[config.mk]
export PLATFORM = sky130hd
export DESIGN_NAME = pattern_buffer_sequencer
export DESIGN_NICKNAME = d
export VERILOG_FILES = /design/src/rtl/pattern_pkg.sv /design/src/rtl/onehot_ring.sv /design/src/rtl/pattern_buffer_sequencer.sv
export SDC_FILE = /design/constraint.sdc
export NUM_CORES = 1
export LEC_CHECK = 0
export CAP_MARGIN = 10
export CORE_ASPECT_RATIO = 1.25
export CORE_MARGIN = 8
export CORE_UTILIZATION = 35
export CTS_CLUSTER_DIAMETER = 50
export CTS_CLUSTER_SIZE = 24
export DETAILED_ROUTE_END_ITERATION = 10
export GPL_TIMING_DRIVEN = 0
export PLACE_DENSITY_LB_ADDON = 0.15
export SYNTH_ARGS = -nofsm -noshare
export SYNTH_HDL_FRONTEND = slang
export SYNTH_SLANG_ARGS = --single-unit
export TNS_END_PERCENT = 1
[constraint.sdc]
create_clock -name clk -period 5.15 [get_ports clk]
set_clock_uncertainty 0.15 [all_clocks]
set_input_delay 1.03 -clock clk [delete_from_list [all_inputs] [get_ports clk]]
set_output_delay 1.03 -clock clk [all_outputs]
set_load 0.02 [all_outputs]
[src/rtl/pattern_pkg.sv]
// Shared constants, FSM state type and one-hot decode helpers for the
// pattern buffer bank controller.
package pattern_pkg;

   localparam int buffer_size  = 22;
   localparam int buffer_width = 8;
   localparam int no_bufs      = 8;
   localparam int FW           = $clog2(buffer_size);
   localparam int BW           = $clog2(no_bufs);

   typedef enum logic [1:0] {
      ST_IDLE  = 2'd0,
      ST_PLAY  = 2'd1,
      ST_WRITE = 2'd2
   } state_t;

   // Buffer index to one-hot bank select; every BW-bit index is legal.
   function automatic logic [no_bufs-1:0] onehot_buf(input logic [BW-1:0] idx);
      onehot_buf      = '0;
      onehot_buf[idx] = 1'b1;
   endfunction

   // Field index to one-hot field select. Out-of-range indices give zero,
   // so callers only use it on indices already known to be legal.
   function automatic logic [buffer_size-1:0] onehot_field(input logic [FW-1:0] idx);
      onehot_field = '0;
      for (int i = 0; i < buffer_size; i++) begin
         onehot_field[i] = (int'(idx) == i);
      end
   endfunction

endpackage

[src/rtl/onehot_ring.sv]
// One-hot field pointer with a binary shadow index. Load has priority over
// advance; advancing from index limit-1 wraps back to field 0.
module onehot_ring
   import pattern_pkg::*;
(
   input  logic                   clk,
   input  logic                   rst,
   input  logic                   load,
   input  logic [FW-1:0]          load_idx,
   input  logic                   advance,
   input  logic [FW-1:0]          limit,
   output logic [buffer_size-1:0] ptr,
   output logic                   at_limit
);

   logic [FW-1:0]          idx_reg;
   logic [buffer_size-1:0] ptr_reg;

   assign at_limit = (idx_reg == (limit - 1'b1));
   assign ptr      = ptr_reg;

   // Pointer register: reset to field 0, load, or step/wrap around the pattern.
   always_ff @(posedge clk or posedge rst) begin
      if (rst) begin
         idx_reg <= '0;
         ptr_reg <= {{(buffer_size-1){1'b0}}, 1'b1};
      end else if (load) begin
         idx_reg <= load_idx;
         ptr_reg <= onehot_field(load_idx);
      end else if (advance) begin
         if (at_limit) begin
            idx_reg <= '0;
            ptr_reg <= {{(buffer_size-1){1'b0}}, 1'b1};
         end else begin
            idx_reg <= idx_reg + 1'b1;
            ptr_reg <= {ptr_reg[buffer_size-2:0], 1'b0};
         end
      end
   end

endmodule

[src/rtl/pattern_buffer_sequencer.sv]
// Playback sequencer for the 8-instance pattern buffer bank. Interleaves
// read slots with host writes on the shared bufp select and swaps the
// playing buffer only on pattern boundaries.
module pattern_buffer_sequencer
   import pattern_pkg::*;
(
   input  logic                    clk,
   input  logic                    rst,
   input  logic                    start,
   input  logic                    stop,
   input  logic [FW-1:0]           play_len,
   input  logic [BW-1:0]           play_buf,
   input  logic                    swap_req,
   input  logic [BW-1:0]           swap_buf,
   input  logic                    wr_req,
   input  logic [BW-1:0]           wr_buf,
   input  logic [FW-1:0]           wr_field,
   input  logic [buffer_width-1:0] wr_data,
   output logic                    wr_ack,
   output logic                    wr_err,
   output logic [no_bufs-1:0]      buffer_select,
   output logic [no_bufs-1:0]      bufp,
   output logic [buffer_size-1:0]  fieldp,
   output logic [buffer_size-1:0]  fieldwp,
   output logic [buffer_width-1:0] field_in,
   output logic                    field_write,
   input  logic [buffer_width-1:0] field_byte,
   output logic [buffer_width-1:0] pat_byte,
   output logic                    pat_valid,
   output logic                    pat_wrap,
   output logic                    busy
);

   state_t                  state_reg, state_next;
   logic                    play_active_reg, play_active_next;
   logic [FW-1:0]           len_reg, len_next;
   logic [no_bufs-1:0]      buffer_select_reg, buffer_select_next;
   logic                    swap_pend_reg, swap_pend_next;
   logic [BW-1:0]           swap_buf_reg, swap_buf_next;
   logic [no_bufs-1:0]      wr_bufp_reg;
   logic [buffer_size-1:0]  fieldwp_reg;
   logic [buffer_width-1:0] field_in_reg;
   logic                    wr_bad_reg;
   logic [buffer_width-1:0] pat_byte_reg;
   logic                    pat_valid_reg, pat_wrap_reg;

   logic len_ok, wr_field_ok;
   logic read_slot, wrap_slot, load_play, grant;
   logic ring_load, ring_advance, ring_at_limit;
   logic [buffer_size-1:0] ring_ptr;

   assign len_ok      = (play_len != '0) && (play_len <= FW'(buffer_size));
   assign wr_field_ok = (wr_field < FW'(buffer_size));

   onehot_ring u_field_ring (
      .clk      (clk),
      .rst      (rst),
      .load     (ring_load),
      .load_idx ('0),
      .advance  (ring_advance),
      .limit    (len_reg),
      .ptr      (ring_ptr),
      .at_limit (ring_at_limit)
   );

   // Next-state, slot and grant decode. A write is granted either from IDLE
   // or out of a read slot, so WRITE never follows WRITE.
   always_comb begin
      state_next       = state_reg;
      play_active_next = play_active_reg;
      len_next         = len_reg;
      read_slot        = 1'b0;
      wrap_slot        = 1'b0;
      load_play        = 1'b0;
      grant            = 1'b0;
      ring_load        = 1'b0;
      ring_advance     = 1'b0;
      case (state_reg)
         ST_IDLE: begin
            if (!stop && start && len_ok) begin
               load_play        = 1'b1;
               play_active_next = 1'b1;
               state_next       = ST_PLAY;
            end else if (wr_req) begin
               grant      = 1'b1;
               state_next = ST_WRITE;
            end
         end
         ST_PLAY: begin
            read_slot = 1'b1;
            if (stop) begin
               play_active_next = 1'b0;
            end else if (start && len_ok) begin
               load_play = 1'b1;
            end
            if (!load_play) begin
               ring_advance = 1'b1;
               wrap_slot    = ring_at_limit;
            end
            if (wr_req) begin
               grant      = 1'b1;
               state_next = ST_WRITE;
            end else if (stop) begin
               state_next = ST_IDLE;
            end
         end
         ST_WRITE: begin
            if (stop) begin
               play_active_next = 1'b0;
            end else if (start && len_ok) begin
               load_play        = 1'b1;
               play_active_next = 1'b1;
            end
            state_next = play_active_next ? ST_PLAY : ST_IDLE;
         end
         default: begin
            state_next       = ST_IDLE;
            play_active_next = 1'b0;
         end
      endcase
      if (load_play) begin
         ring_load = 1'b1;
         len_next  = play_len;
      end
   end

   // Buffer selection: start loads directly, a queued swap lands on the wrap
   // edge, and a swap while not playing takes effect at once.
   always_comb begin
      buffer_select_next = buffer_select_reg;
      swap_pend_next     = swap_pend_reg;
      swap_buf_next      = swap_buf_reg;
      if (wrap_slot && swap_pend_reg) begin
         buffer_select_next = onehot_buf(swap_buf_reg);
         swap_pend_next     = 1'b0;
      end
      if (swap_req) begin
         if (play_active_reg || load_play) begin
            swap_pend_next = 1'b1;
            swap_buf_next  = swap_buf;
         end else begin
            buffer_select_next = onehot_buf(swap_buf);
            swap_pend_next     = 1'b0;
         end
      end
      if (load_play) begin
         buffer_select_next = onehot_buf(play_buf);
      end
   end

   // Control state registers.
   always_ff @(posedge clk or posedge rst) begin
      if (rst) begin
         state_reg         <= ST_IDLE;
         play_active_reg   <= 1'b0;
         len_reg           <= FW'(1);
         buffer_select_reg <= {{(no_bufs-1){1'b0}}, 1'b1};
         swap_pend_reg     <= 1'b0;
         swap_buf_reg      <= '0;
      end else begin
         state_reg         <= state_next;
         play_active_reg   <= play_active_next;
         len_reg           <= len_next;
         buffer_select_reg <= buffer_select_next;
         swap_pend_reg     <= swap_pend_next;
         swap_buf_reg      <= swap_buf_next;
      end
   end

   // Capture the granted write; fieldwp keeps its last legal value so it
   // stays one-hot even when the write is rejected.
   always_ff @(posedge clk or posedge rst) begin
      if (rst) begin
         wr_bufp_reg  <= {{(no_bufs-1){1'b0}}, 1'b1};
         fieldwp_reg  <= {{(buffer_size-1){1'b0}}, 1'b1};
         field_in_reg <= '0;
         wr_bad_reg   <= 1'b0;
      end else if (grant) begin
         wr_bufp_reg  <= onehot_buf(wr_buf);
         field_in_reg <= wr_data;
         wr_bad_reg   <= !wr_field_ok;
         if (wr_field_ok) begin
            fieldwp_reg <= onehot_field(wr_field);
         end
      end
   end

   // Register the byte read in each slot, tagging the last field of a pattern.
   always_ff @(posedge clk or posedge rst) begin
      if (rst) begin
         pat_byte_reg  <= '0;
         pat_valid_reg <= 1'b0;
         pat_wrap_reg  <= 1'b0;
      end else begin
         pat_valid_reg <= read_slot;
         pat_wrap_reg  <= read_slot && wrap_slot;
         if (read_slot) begin
            pat_byte_reg <= field_byte;
         end
      end
   end

   // Write strobes decode straight from the state register so a reset drops
   // them without waiting for a clock edge.
   assign bufp          = (state_reg == ST_WRITE) ? wr_bufp_reg : buffer_select_reg;
   assign field_write   = (state_reg == ST_WRITE) && !wr_bad_reg;
   assign wr_ack        = (state_reg == ST_WRITE);
   assign wr_err        = (state_reg == ST_WRITE) && wr_bad_reg;
   assign busy          = (state_reg != ST_IDLE);
   assign buffer_select = buffer_select_reg;
   assign fieldp        = ring_ptr;
   assign fieldwp       = fieldwp_reg;
   assign field_in      = field_in_reg;
   assign pat_byte      = pat_byte_reg;
   assign pat_valid     = pat_valid_reg;
   assign pat_wrap      = pat_wrap_reg;

endmodule

==> out/metrics.cfg <==
[synth]
synthCells = 387
ys_warn_count = 0
avgSynthCellArea_um2 = 11.87
async_flop_share_pct = 100.0
syn_area_um2 = 4593
yosysTopAreaCell = dfrtp_1
synth_top_flop_cell = dfrtp_1
syn_nets = 434
synth-seq-cells = 96
synth_edf_count = 0
yosysSeqAreaShare_pct = 52.44
ys_top_cells_by_area = dfrtp_1 (50%), mux2_2 (12%), a22o_1 (4.2%)
synth_top_area_share_pct = 49.58
ys_types = 47

[clock_tree]
cts_tree = yes
cts.path.max_buffers = 2
numCtsBuffers = 9
cts_resized = 0
clkSlewWorstSetupHoldPaths_ns = 0.06
clk_latency_ns = 0.34
cts_hold_buf = 0
h-tree-depth = 3
cts-root-buf = clkbuf_16
post_cts_buffers = 0
clock_sinks = 96

[floorplanning]
coreArea_um2 = 13060
die_h_um = 144.1
ios = 123
dieArea_um2 = 17070
die_x_um = 118.5
rows = 47
initial_core_util_pct = 35.18

[place]
postPlaceCellArea_um2 = 6038
pre_cts_ws_ns = 1.293
gp_congestion = 0.8954
dp_hpwl_um = 8877
port_buffers = 120

[route]
drt_iter0_drc = 170
dr.pass1.iters = 4
route.detailed.drc = 0
via_per_inst = 5.226
vias = 3632
wl_per_cell_um = 16.97
wl_um = 11800
detail-route-antenna-nets = 0

[finish]
final_core_util_pct = 48.55
area_delta_synth_final_pct = 38.00
antenna_cells = 0
drive_gt1_share_pct = 18.32
stdcell_area_um2 = 6339
nets = 566

[critical_path]
critPathMaxFanout = 10
path_class = flip-flop to output port
required_ns = 3.97
start_kind = flip-flop
critPathArrivalTime_ns = 2.50
end_kind = output port

[sta]
relSlewSlack_pct = 43.06
setup_viol_count_final = 0
worst_pin_slew_ns = 0.8476
maxSlewViolCount = 0
finalWorstSetupSlack_ns = 1.472
finalHoldViolCount = 0
fin_tns_setup_ns = 0
whs_ns = 0.3453
fin_crit_sh_pct = 71.43
fmax_mhz = 271.9
rsz0062_at_grt = false
period_needed_ns = 3.678

[global_route]
grt_pass1_vias = 3754
use_met2_pct = 24.78
grt_start_max_net_pins = 52
grt_pass1_wl_um = 19380
gr-usage-met1_pct = 15.44
top_usage_layer = met2
use_met3_pct = 4.102
grt.overflow.total = 0
antenna_found_initial = 0
grt_usage_pct = 14.00

[power_and_ir_drop]
peakVddDrop_v = 0.0002150
p_per_area_nw_per_um2 = 512.7
leakagePower_nw = 2.732

[flow_run]
drv_cap = 0

[status]
status = finished, final reports clean

[hold_path]
hold_path.class = flip-flop to flip-flop

[worst max-delay path, stage by stage, from the launching register on]
cell	delay (ns)
dfrtp_1	0.40
inv_1	0.10
ha_1	0.26
buf_1	0.45
mux2_2	0.41
clkdlybuf4s50_1	0.54
[cells by family (layout without fill, tap and decap cells)]
group | count (synthesis) | in the layout | share of synthesized area, %
AOI/OAI and AO/OA | 84 | 84 | 13.97
DFF | 96 | 96 | 52.44
and+or+nand+nor | 101 | 101 | 11.60
muxes | 60 | 60 | 15.53
buffers and inverters | 32 | 169 | 3.296
xor gates and xnor gates | 8 | 8 | 1.526
adders and majority gates | 6 | 6 | 1.634
[metrics by stage]
step	instances	power, W
after global placement	678	0.002570
final	695	0.003250
after detailed placement	679	0.002595
after global routing	695	0.003428
after CTS	695	0.003290
after floorplan	387	0.001993
[power by group]
group | leakage, nW | switching, W | internal, W | total [W]
clock | 0.139 | 0.000291 | 0.000392 | 0.000683
sequential | 1.25 | 0.000150 | 0.000969 | 0.00112
combinational | 1.34 | 0.000728 | 0.000719 | 0.00145
[final timing paths]
| kind | end | startpoint | slack, ns | cells after the start |
|---|---|---|---|---|
| max in group asynchronous | fieldwp[0] | rst | 3.14 | 3 |
| setup / recovery | bufp[4] | state_reg[0] | 1.47 | 5 |
| setup reg to reg | buffer_select[1] | state_reg[0] | 2.24 | 7 |
| hold / removal | len_reg[4] | len_reg[4] | 0.35 | 2 |
| min in group asynchronous | u_field_ring.ptr[10] | rst | 0.99 | 2 |
| hold reg to reg | len_reg[4] | len_reg[4] | 0.35 | 2 |
[cell type report]
class | instances | area [um2]
multi-input cells | 259 | 2033
clock inverters | 4 | 53.80
flip-flops and latches | 96 | 2409
repair buffers | 121 | 1229
fillers | 1228 | 6716
plain buffers | 20 | 106.4
inverters | 12 | 47.55
clock buffers | 12 | 246.5
well taps | 171 | 214.0
[cells in the final DEF (no fill, tap or decap), types with 4 or more instances in the layout]
master / count
nand2_1: 19
clkbuf_16: 9
mux2_2: 50
buf_2: 7
nor2b_1: 5
clkdlybuf4s50_1: 120
a22o_1: 22
xnor2_1: 6
o21ai_0: 18
clkbuf_1: 8
and3_1: 5
nor2_1: 27
mux2_4: 10
nand2b_1: 4
ha_1: 6
a311oi_1: 8
nor3b_1: 7
inv_1: 11
a31oi_1: 9
dfrtp_1: 91
dfstp_2: 5
nor3_1: 13
a21oi_1: 4
a221oi_1: 8
[cell usage after synthesis (all sizes together) (2+ instances only)]
cell type	instances
and2	2
dfrtp	91
and3	5
a31oi	9
o31ai	3
or3	3
ha	6
nor3b	7
nand4b	3
nand3b	3
clkbuf	6
nor2b	5
dfstp	5
nand3	3
a22o	22
inv	12
a221oi	8
nand2b	4
xor2	2
nor2	27
mux2	60
a21oi	5
a311oi	8
o21ai	19
a32o	3
and3b	3
a211o	2
nand2	19
nor3	13
buf	14
xnor2	6
[metal layers]
metal  share of wire, %  vias up
met5                  0        -
met4                1.9        0
met3                7.2       17
met2                 51      125
met1                 40     1794
li1                   -     1696
No activity file was read; power rests on OpenSTA's default activity.
